File: config.mk
export PLATFORM = sky130hd
export DESIGN_NAME = div_seq_ctrl
export DESIGN_NICKNAME = d
export VERILOG_FILES = /design/src/rtl/div_seq_ctrl.sv
export SDC_FILE = /design/constraint.sdc
export NUM_CORES = 1
export LEC_CHECK = 0
export CELL_PAD_IN_SITES_DETAIL_PLACEMENT = 1
export CELL_PAD_IN_SITES_GLOBAL_PLACEMENT = 1
export CORE_UTILIZATION = 38
export CTS_CLUSTER_SIZE = 24
export DETAILED_ROUTE_END_ITERATION = 10
export PLACE_DENSITY_LB_ADDON = 0.25
export SETUP_SLACK_MARGIN = 0.4
export SLEW_MARGIN = 20
export SYNTH_ARGS = -nofsm -noshare
export SYNTH_HDL_FRONTEND = slang
export SYNTH_SLANG_ARGS = --single-unit
File: constraint.sdc
create_clock -name clk -period 4.1 [get_ports clk]
set_input_delay 0.82 -clock clk [delete_from_list [all_inputs] [get_ports clk]]
set_output_delay 0.82 -clock clk [all_outputs]
set_load 0.005 [all_outputs]
File: src/rtl/div_seq_ctrl.sv
// div_seq_ctrl
//   Multi-cycle radix-2 restoring divider controller for the EX stage.
//   Performs DIV (signed) and DIVU (unsigned), producing one quotient bit
//   per clock. While the EX stage holds a divide and the result is not yet
//   valid, a stall request is raised toward the pipeline stall controller.
//
// Ports
//   clk           system clock
//   rst           synchronous reset, active-high
//   start_i       EX holds a DIV/DIVU (held high while EX is stalled on it)
//   signed_div_i  1 = DIV (signed), 0 = DIVU; sampled with start_i in IDLE
//   opdata1_i     dividend, sampled in IDLE
//   opdata2_i     divisor, sampled in IDLE
//   annul_i       pipeline flush; abandons the operation in progress
//   result_o      {remainder, quotient}, registered
//   ready_o       result_o valid, registered
//   stallreq_o    start_i & ~ready_o (combinational)
module div_seq_ctrl #(
  parameter int WIDTH = 32
) (
  input  logic               clk,
  input  logic               rst,
  input  logic               start_i,
  input  logic               signed_div_i,
  input  logic [WIDTH-1:0]   opdata1_i,
  input  logic [WIDTH-1:0]   opdata2_i,
  input  logic               annul_i,
  output logic [2*WIDTH-1:0] result_o,
  output logic               ready_o,
  output logic               stallreq_o
);

  localparam int CW = $clog2(WIDTH) + 1;

  typedef enum logic [1:0] {
    ST_IDLE   = 2'd0,
    ST_BYZERO = 2'd1,
    ST_ON     = 2'd2,
    ST_END    = 2'd3
  } state_t;

  state_t           state_reg;
  logic [WIDTH-1:0] dvd_reg;      // dividend shifting out, quotient shifting in
  logic [WIDTH-1:0] dvs_reg;      // divisor magnitude
  logic [WIDTH-1:0] rem_reg;      // partial remainder
  logic [CW-1:0]    cnt_reg;      // completed steps
  logic             neg_quo_reg;  // operand signs differ
  logic             neg_rem_reg;  // dividend negative

  logic             go;
  logic             neg_a;
  logic             neg_b;
  logic [WIDTH-1:0] abs_a;
  logic [WIDTH-1:0] abs_b;
  logic [WIDTH:0]   shifted;
  logic             q_bit;
  logic [WIDTH-1:0] diff;
  logic [WIDTH-1:0] rem_step;
  logic [WIDTH-1:0] quo_step;
  logic [WIDTH-1:0] quo_fix;
  logic [WIDTH-1:0] rem_fix;
  logic             last_step;

  assign go    = start_i & ~annul_i;
  assign neg_a = signed_div_i & opdata1_i[WIDTH-1];
  assign neg_b = signed_div_i & opdata2_i[WIDTH-1];
  assign abs_a = neg_a ? (~opdata1_i + 1'b1) : opdata1_i;
  assign abs_b = neg_b ? (~opdata2_i + 1'b1) : opdata2_i;

  // The shifted remainder needs WIDTH+1 bits: with a divisor near 2^WIDTH
  // the doubled remainder can exceed WIDTH bits before the subtraction.
  assign shifted = {rem_reg, dvd_reg[WIDTH-1]};
  assign q_bit   = (shifted >= {1'b0, dvs_reg});
  // When the trial succeeds the true difference is below the divisor, so
  // the low WIDTH bits of a modular subtraction are exact.
  assign diff     = shifted[WIDTH-1:0] - dvs_reg;
  assign rem_step = q_bit ? diff : shifted[WIDTH-1:0];
  assign quo_step = {dvd_reg[WIDTH-2:0], q_bit};

  // Signed overflow (most negative / -1) wraps naturally through negation.
  assign quo_fix   = neg_quo_reg ? (~quo_step + 1'b1) : quo_step;
  assign rem_fix   = neg_rem_reg ? (~rem_step + 1'b1) : rem_step;
  assign last_step = (cnt_reg == CW'(WIDTH - 1));

  assign stallreq_o = start_i & ~ready_o;

  always_ff @(posedge clk) begin
    if (rst) begin
      state_reg   <= ST_IDLE;
      dvd_reg     <= '0;
      dvs_reg     <= '0;
      rem_reg     <= '0;
      cnt_reg     <= '0;
      neg_quo_reg <= 1'b0;
      neg_rem_reg <= 1'b0;
      result_o    <= '0;
      ready_o     <= 1'b0;
    end else begin
      case (state_reg)
        ST_IDLE: begin
          ready_o  <= 1'b0;
          result_o <= '0;
          if (go) begin
            if (opdata2_i == '0) begin
              state_reg <= ST_BYZERO;
            end else begin
              state_reg   <= ST_ON;
              dvd_reg     <= abs_a;
              dvs_reg     <= abs_b;
              neg_quo_reg <= neg_a ^ neg_b;
              neg_rem_reg <= neg_a;
              cnt_reg     <= '0;
              rem_reg     <= '0;
            end
          end
        end

        // Divide by zero yields a zero result, no exception.
        ST_BYZERO: begin
          state_reg <= ST_END;
          result_o  <= '0;
          ready_o   <= 1'b1;
        end

        ST_ON: begin
          if (!go) begin
            state_reg <= ST_IDLE;
            ready_o   <= 1'b0;
            result_o  <= '0;
          end else begin
            rem_reg <= rem_step;
            dvd_reg <= quo_step;
            cnt_reg <= cnt_reg + 1'b1;
            if (last_step) begin
              result_o  <= {rem_fix, quo_fix};
              ready_o   <= 1'b1;
              state_reg <= ST_END;
            end
          end
        end

        // Hold the result steady while EX remains stalled on this divide.
        ST_END: begin
          if (!go) begin
            state_reg <= ST_IDLE;
            ready_o   <= 1'b0;
            result_o  <= '0;
          end
        end

        default: begin
          state_reg <= ST_IDLE;
          ready_o   <= 1'b0;
          result_o  <= '0;
        end
      endcase
    end
  end

endmodule

== Yosys cells after proc, flatten, opt, wreduce, memory -nomap -nowiden ==
Index checks and enable logic that the tools add are counted.

* Div/mod/pow operators: 0
* Bitwise operators: 12
* Shifts and indexed selects: 0
* $mul: 0
* Mux-type cells: 31
* Add/sub/neg operators: 6
* Reduce and logical (&&, ||, !) cells: 8
* Eq/ne operators: 9
* $lt $le $gt $ge: 1

{| class="wikitable"
|+ Operators with widths
! operator !! number
|-
| 32-bit 2-to-1 mux || 11
|-
| 64-bit 2-to-1 mux || 3
|-
| 64-bit case mux with 3 select lines || 1
|-
| 32-bit by 1-bit adder with 32-bit output, second input constant || 4
|-
| 32-bit NOT || 4
|-
| 32-bit case mux with 2 select lines || 2
|-
| 33-bit by 32-bit >= comparator with 1-bit output || 1
|-
| 32-bit zero test || 1
|-
| 32-bit subtractor || 1
|-
| 6-bit 2-to-1 mux || 3
|-
| 6-bit case mux with 2 select lines || 1
|-
| 2-bit 2-to-1 mux || 5
|-
| 2-bit inequality test, second input constant || 4
|-
| 2-bit case mux with 4 select lines || 1
|-
| 6-bit by 1-bit adder with 6-bit output, second input constant || 1
|-
| 6-bit by 5-bit == test with 1-bit output, second input constant || 1
|-
| 3-bit AND reduction || 2
|-
| 1-bit bitwise AND || 4
|-
| 2-bit == test, second input constant || 2
|-
| 1-bit case mux with 4 select lines || 1
|-
| 4-bit AND reduction || 1
|-
| 1-bit 2-to-1 mux || 3
|-
| 3-bit inequality test, second input constant || 1
|-
| 1-bit NOT || 3
|-
| 6 further kinds || 6
|}

* Register bits after elaboration: 171
* Latch bits: 0
* Memories kept: 0
* Bits in read-only memories: 0
* Bits in writable memories: 0
* Bits of input ports: 69

== Logic depth before layout (Yosys ltp) ==
* Depth after elaboration: 8
* Gate-level depth with buffers: 24

== Worst setup path after synthesis ==
OpenSTA, ideal clock, no wires.

* Path type: flip-flop to flip-flop
* From: reg dvs_reg[9]
* To: reg result_o[62]
* Required time: 3.973 ns
* Stages on the path, launching flop included: 22
* Setup slack: -0.341 ns
* Arrival time: 4.315 ns
* Cell sequence: dfxtp_1 inv_1 ha_1 buf_2 nand4_1 nor3_1 o21ai_4 a31oi_2 or2_4 buf_6 buf_2 buf_2 buf_2 mux2i_1 ha_1 nand3_1 or3_1 nor4_1 o2111ai_1 o31ai_1 xor2_1 o21ai_1

* Word-level cells in the longest chain between the ends: 8
* Elaborated cells between the ends (all ways): 9
* Classes of those cells: add/sub (2); order compare (1); mux (5); bitwise (1)

{| class="wikitable"
|+ RTL lines
! item !! line !! RTL
|-
| from (decl) || 44 || <nowiki>logic [WIDTH-1:0] dvs_reg;</nowiki>
|-
| from (signal assigned) || 109 || <nowiki>dvs_reg <= abs_b;</nowiki>
|-
| 32-bit subtractor / 33-bit by 32-bit >= comparator with 1-bit output (equally long branches) || 76, 73 ||
|-
| 32-bit 2-to-1 mux * || 77 || <nowiki>assign rem_step = q_bit ? diff : shifted[WIDTH-1:0];</nowiki>
|-
| 32-bit NOT || 82 || <nowiki>assign rem_fix = neg_rem_reg ? (~rem_step + 1'b1) : rem_step;</nowiki>
|-
| 32-bit by 1-bit adder with 32-bit output || 82 ||
|-
| 32-bit 2-to-1 mux * || 82 ||
|-
| 64-bit 2-to-1 mux * || 134 || <nowiki>if (last_step) begin</nowiki>
|-
| 64-bit 2-to-1 mux * || 126 || <nowiki>if (!go) begin</nowiki>
|-
| 64-bit case mux with 3 select lines * || 99 || <nowiki>case (state_reg)</nowiki>
|-
| to (signal assigned) || 135 || <nowiki>result_o <= {rem_fix, quo_fix};</nowiki>
|-
| to (decl) || 28 || <nowiki>output logic [2*WIDTH-1:0] result_o,</nowiki>
|}

Every way passes the cells marked *; elsewhere a longest branch is shown, timed or not. The select of a mux whose other input is x is not followed.
A chain may end at the register's enable or synchronous reset.

== Final worst setup path ==
* From: reg rem_reg[4]
* To: reg result_o[62]

* Word-level cells in the longest chain between the ends: 8
* Elaborated cells between the ends (all ways): 9
* Classes of those cells: add/sub (2); order compare (1); mux (5); bitwise (1)

{| class="wikitable"
|+ RTL lines
! item !! line !! RTL
|-
| from (decl) || 45 || <nowiki>logic [WIDTH-1:0] rem_reg;</nowiki>
|-
| from (signal assigned) || 131 || <nowiki>rem_reg <= rem_step;</nowiki>
|-
| 32-bit subtractor / 33-bit by 32-bit >= comparator with 1-bit output (equally long branches) || 76, 73 ||
|-
| 32-bit 2-to-1 mux * || 77 ||
|-
| 32-bit NOT || 82 ||
|-
| 32-bit by 1-bit adder with 32-bit output || 82 ||
|-
| 32-bit 2-to-1 mux * || 82 ||
|-
| 64-bit 2-to-1 mux * || 134 ||
|-
| 64-bit 2-to-1 mux * || 126 ||
|-
| 64-bit case mux with 3 select lines * || 99 ||
|}

Marks and branches as above.

==> reports/metrics.cfg <==
[critical_path]
r2r_start = rem_reg[4]$_SDFFE_PP0P_
path_delay_family = compound AO/OA/AOI/OAI gates
path_cells = ha_1, a21oi_2, o211ai_1, nand2_1, a31oi_2, or2_4, mux2i_4, ha_4, nand3_2, or3_4, nor4_4, buf_4, o2111ai_4, o31ai_4, xor2_1, o21ai_1
max_stage_delay_ps = 440
crit_type = flip-flop to flip-flop
cp_slowest_cell = or3_4
start_kind = flip-flop
reg2reg_depth = 16
r2r-end = result_o[62]$_SDFFE_PP0P_
cp-end-kind = flip-flop
required_ps = 4410
rrSetupSlack_ps = 40
worstPathArrival_ps = 4380
critPathBufInv = 1
critPathMaxFanout = 5

[cells_and_area]
instances_no_fill = 2196
multi_input_area_um2 = 8600
antenna_cells = 0
regMostFlops = result_o
mostFrequentLayoutCell = nand2_1
regArea_um2 = 3450
drive_gt1_frac = 0.212
fillerInstances = 3676
nNetsFinal = 1904
post-route-util = 0.534
largest_reg_flops = 64
final_cell_mix = nand2_1 (236), nor2_1 (184), dfxtp_1 (152)
area_delta_synth_final_pct = 36.6

[power]
power.density_nw_per_um2 = 578
p_leak_nw = 5.96
p_switching_mw = 4.20
seq_power_share = 0.211
ir_drop_mv = 0.409
clkPwrFrac = 0.187
comb_power_share = 0.602
p_int_mw = 5.05
switching_share = 0.454

[global_route]
grt-ovfl-total = 0
grt_pass1_vias = 12530
grt.total_usage = 0.294
grt_max_degree = 70
antenna_found_initial = 2
grt_pass1_wl_um = 71000

[yosys]
yosys.area.top_type = dfxtp_1
synth_nets = 1690
ys.flop_type = dfxtp_1
synth_edf_count = 0
synth.area.top_cells = dfxtp_1 (29%), nand2_1 (7.9%), xnor2_1 (6.3%), nor2_1 (6.2%), ha_1 (4.4%)
avgSynthCellArea_um2 = 7.42
synth_warnings = 0
ys_ff_latch = 171
post_synth_inst_count = 1579
synth_top_area_share = 0.292
async_reset_ff_frac = 0
synth_area_um2 = 11700
synth_seq_area_share = 0.292
synth_cell_types = 86

[clock_tree]
clk_pin_slew_ps = 70
cts_root_buffer = clkbuf_16
clock_path_buffers = 2
clk-insertion-delay-late_ps = 450
cts_tree = built
numCtsBuffers = 17
cts_sinks = 171
htreeDepth = 4
postCtsHoldBufs = 0

[sta]
setup_viol = 0
fin_worst_skew_ps = 15.0
period_share = 0.990
finalHoldViolCount = 0
fmax_mhz = 246
worst_slew_pin_slew_ps = 840
post-route-min-period_ps = 4060
slew_violations = 0
maxSlewHeadroom = 0.432
grt_setup_unrepaired = yes

[hold_path]
hold_depth = 2
hp-start = result_o[57]$_SDFFE_PP0P_
holdPathEnd = result_o[57]$_SDFFE_PP0P_
hold_path.class = flip-flop to flip-flop

[floorplan]
placementRows = 63
dieArea_um2 = 31500
initial_core_util = 0.391
io_pins = 135
core_area_um2 = 30000
die_y_um = 178
die_w_um = 178

[place]
place_hpwl_um = 34100
port_buffers = 134
placedCellCount = 2104
place.gp.congestion = 0.944

[routing]
drcViolationCount = 0
first_pass_iters = 5
wl_per_cell_um = 21.6
drt_iter0_drc = 968
routed_via_density = 5.80
final_antenna_net_count = 0
drt_wl_total_um = 47400
vias = 12735

[run]
cap_violations = 0

[run_status]
status = completed

-- power by group through the flow --
stage               Clock (mW)  Sequential (mW)  Combinational (mW)
floorplan                    0             1.90                2.97
global placement             0             1.96                4.17
detailed placement           0             1.97                4.26
CTS                       1.75             1.94                4.64
global route              1.82             1.97                5.92
finish                    1.73             1.95                5.56
-- how the worst max path moves through the flow --
stage / from / slack (ps) / depth (start not counted) / to
4_1_cts: dvs_reg[31]$_SDFFE_PP0P_ / 160 / 16 / result_o[52]$_SDFFE_PP0P_
3_5_place_dp: dvs_reg[31]$_SDFFE_PP0P_ / -160 / 16 / result_o[52]$_SDFFE_PP0P_
2_1_floorplan: dvs_reg[12]$_SDFFE_PP0P_ / -20 / 21 / result_o[62]$_SDFFE_PP0P_
5_1_grt: dvs_reg[6]$_SDFFE_PP0P_ / -150 / 17 / result_o[62]$_SDFFE_PP0P_
3_3_place_gp: dvs_reg[31]$_SDFFE_PP0P_ / -40 / 16 / result_o[62]$_SDFFE_PP0P_
6_report: rem_reg[4]$_SDFFE_PP0P_ / 40 / 16 / result_o[62]$_SDFFE_PP0P_
-- layer usage --
layer | global-route usage | routed length, um
met4 | 0.102 | 1320
met3 | 0.0437 | 2220
met2 | 0.474 | 22200
met1 | 0.396 | 21600
met5 | 0 | 0
-- cell type report --
type,count,share of cell area
repair buffers,291,0.166
inverters,50,0.0122
clock inverters,13,0.00986
well taps,390,0.0305
multi-input cells,1262,0.538
flip-flops and latches,171,0.216
clock buffers,19,0.0283
-- cells by family after synthesis --
family,count (synthesis),synth area share
flip-flops,171,0.292
AND/OR/NAND/NOR,619,0.239
multiplexers,10,0.00866
XOR/XNOR,141,0.105
AO/OA/AOI/OAI,450,0.257
buffers and inverters,146,0.0526
adder cells (fa/ha/maj),42,0.0455
-- stage by stage --
stage / instance area (um2) / hold slack (ps) / setup slack, ps / setup TNS (ps) / power, mW
finish: 16000 / 453 / 39.4 / 0 / 9.25
floorplan: 11900 / 432 / -19.6 / -40.9 / 4.87
detailed placement: 14000 / 444 / -157 / -597 / 6.23
global route: 16000 / 471 / -149 / -609 / 9.70
CTS: 15200 / 457 / 157 / 0 / 8.33
global placement: 14000 / 438 / -40.6 / -58.3 / 6.12
-- cell usage after synthesis (8+ instances only) --
| master | number |
|---|---|
| nand2_1 | 247 |
| nor2_1 | 194 |
| dfxtp_1 | 171 |
| a21oi_1 | 97 |
| o21ai_0 | 96 |
| xnor2_1 | 84 |
| a22oi_1 | 63 |
| clkbuf_1 | 62 |
| xor2_1 | 57 |
| inv_1 | 49 |
| ha_1 | 41 |
| a211oi_1 | 36 |
| nor3_1 | 34 |
| nand3_1 | 27 |
| o31ai_1 | 25 |
| buf_2 | 23 |
| or3_1 | 22 |
| o21ai_1 | 20 |
| nand4_1 | 16 |
| a21o_1 | 14 |
| nand2b_1 | 12 |
| nor4_1 | 12 |
| nor2b_1 | 11 |
| o211ai_1 | 11 |
| o41ai_1 | 11 |
| a2bb2oi_1 | 9 |
| mux2i_1 | 9 |
| or4_1 | 8 |
-- worst reg2reg max path, delay by kind of cell (launching register included) --
family / cells / cell delay, ps
AO/OA/AOI/OAI: 6 / 1220
XOR/XNOR: 1 / 190
adder cells (fa/ha/maj): 2 / 520
buffers and inverters: 1 / 180
flip-flops: 1 / 420
multiplexers: 1 / 300
AND/OR/NAND/NOR: 5 / 1100
-- repair_timing --
item | 4_1_cts | 5_1_grt
resized for setup | 79 | 111
endpoints found under the hold margin | 0 | 0
gates cloned | 0 | 3
setup buffers | 20 | 37
pin swaps | 36 | 52
setup endpoints to repair | 33 | 85
(Power assumes the default switching activity.)
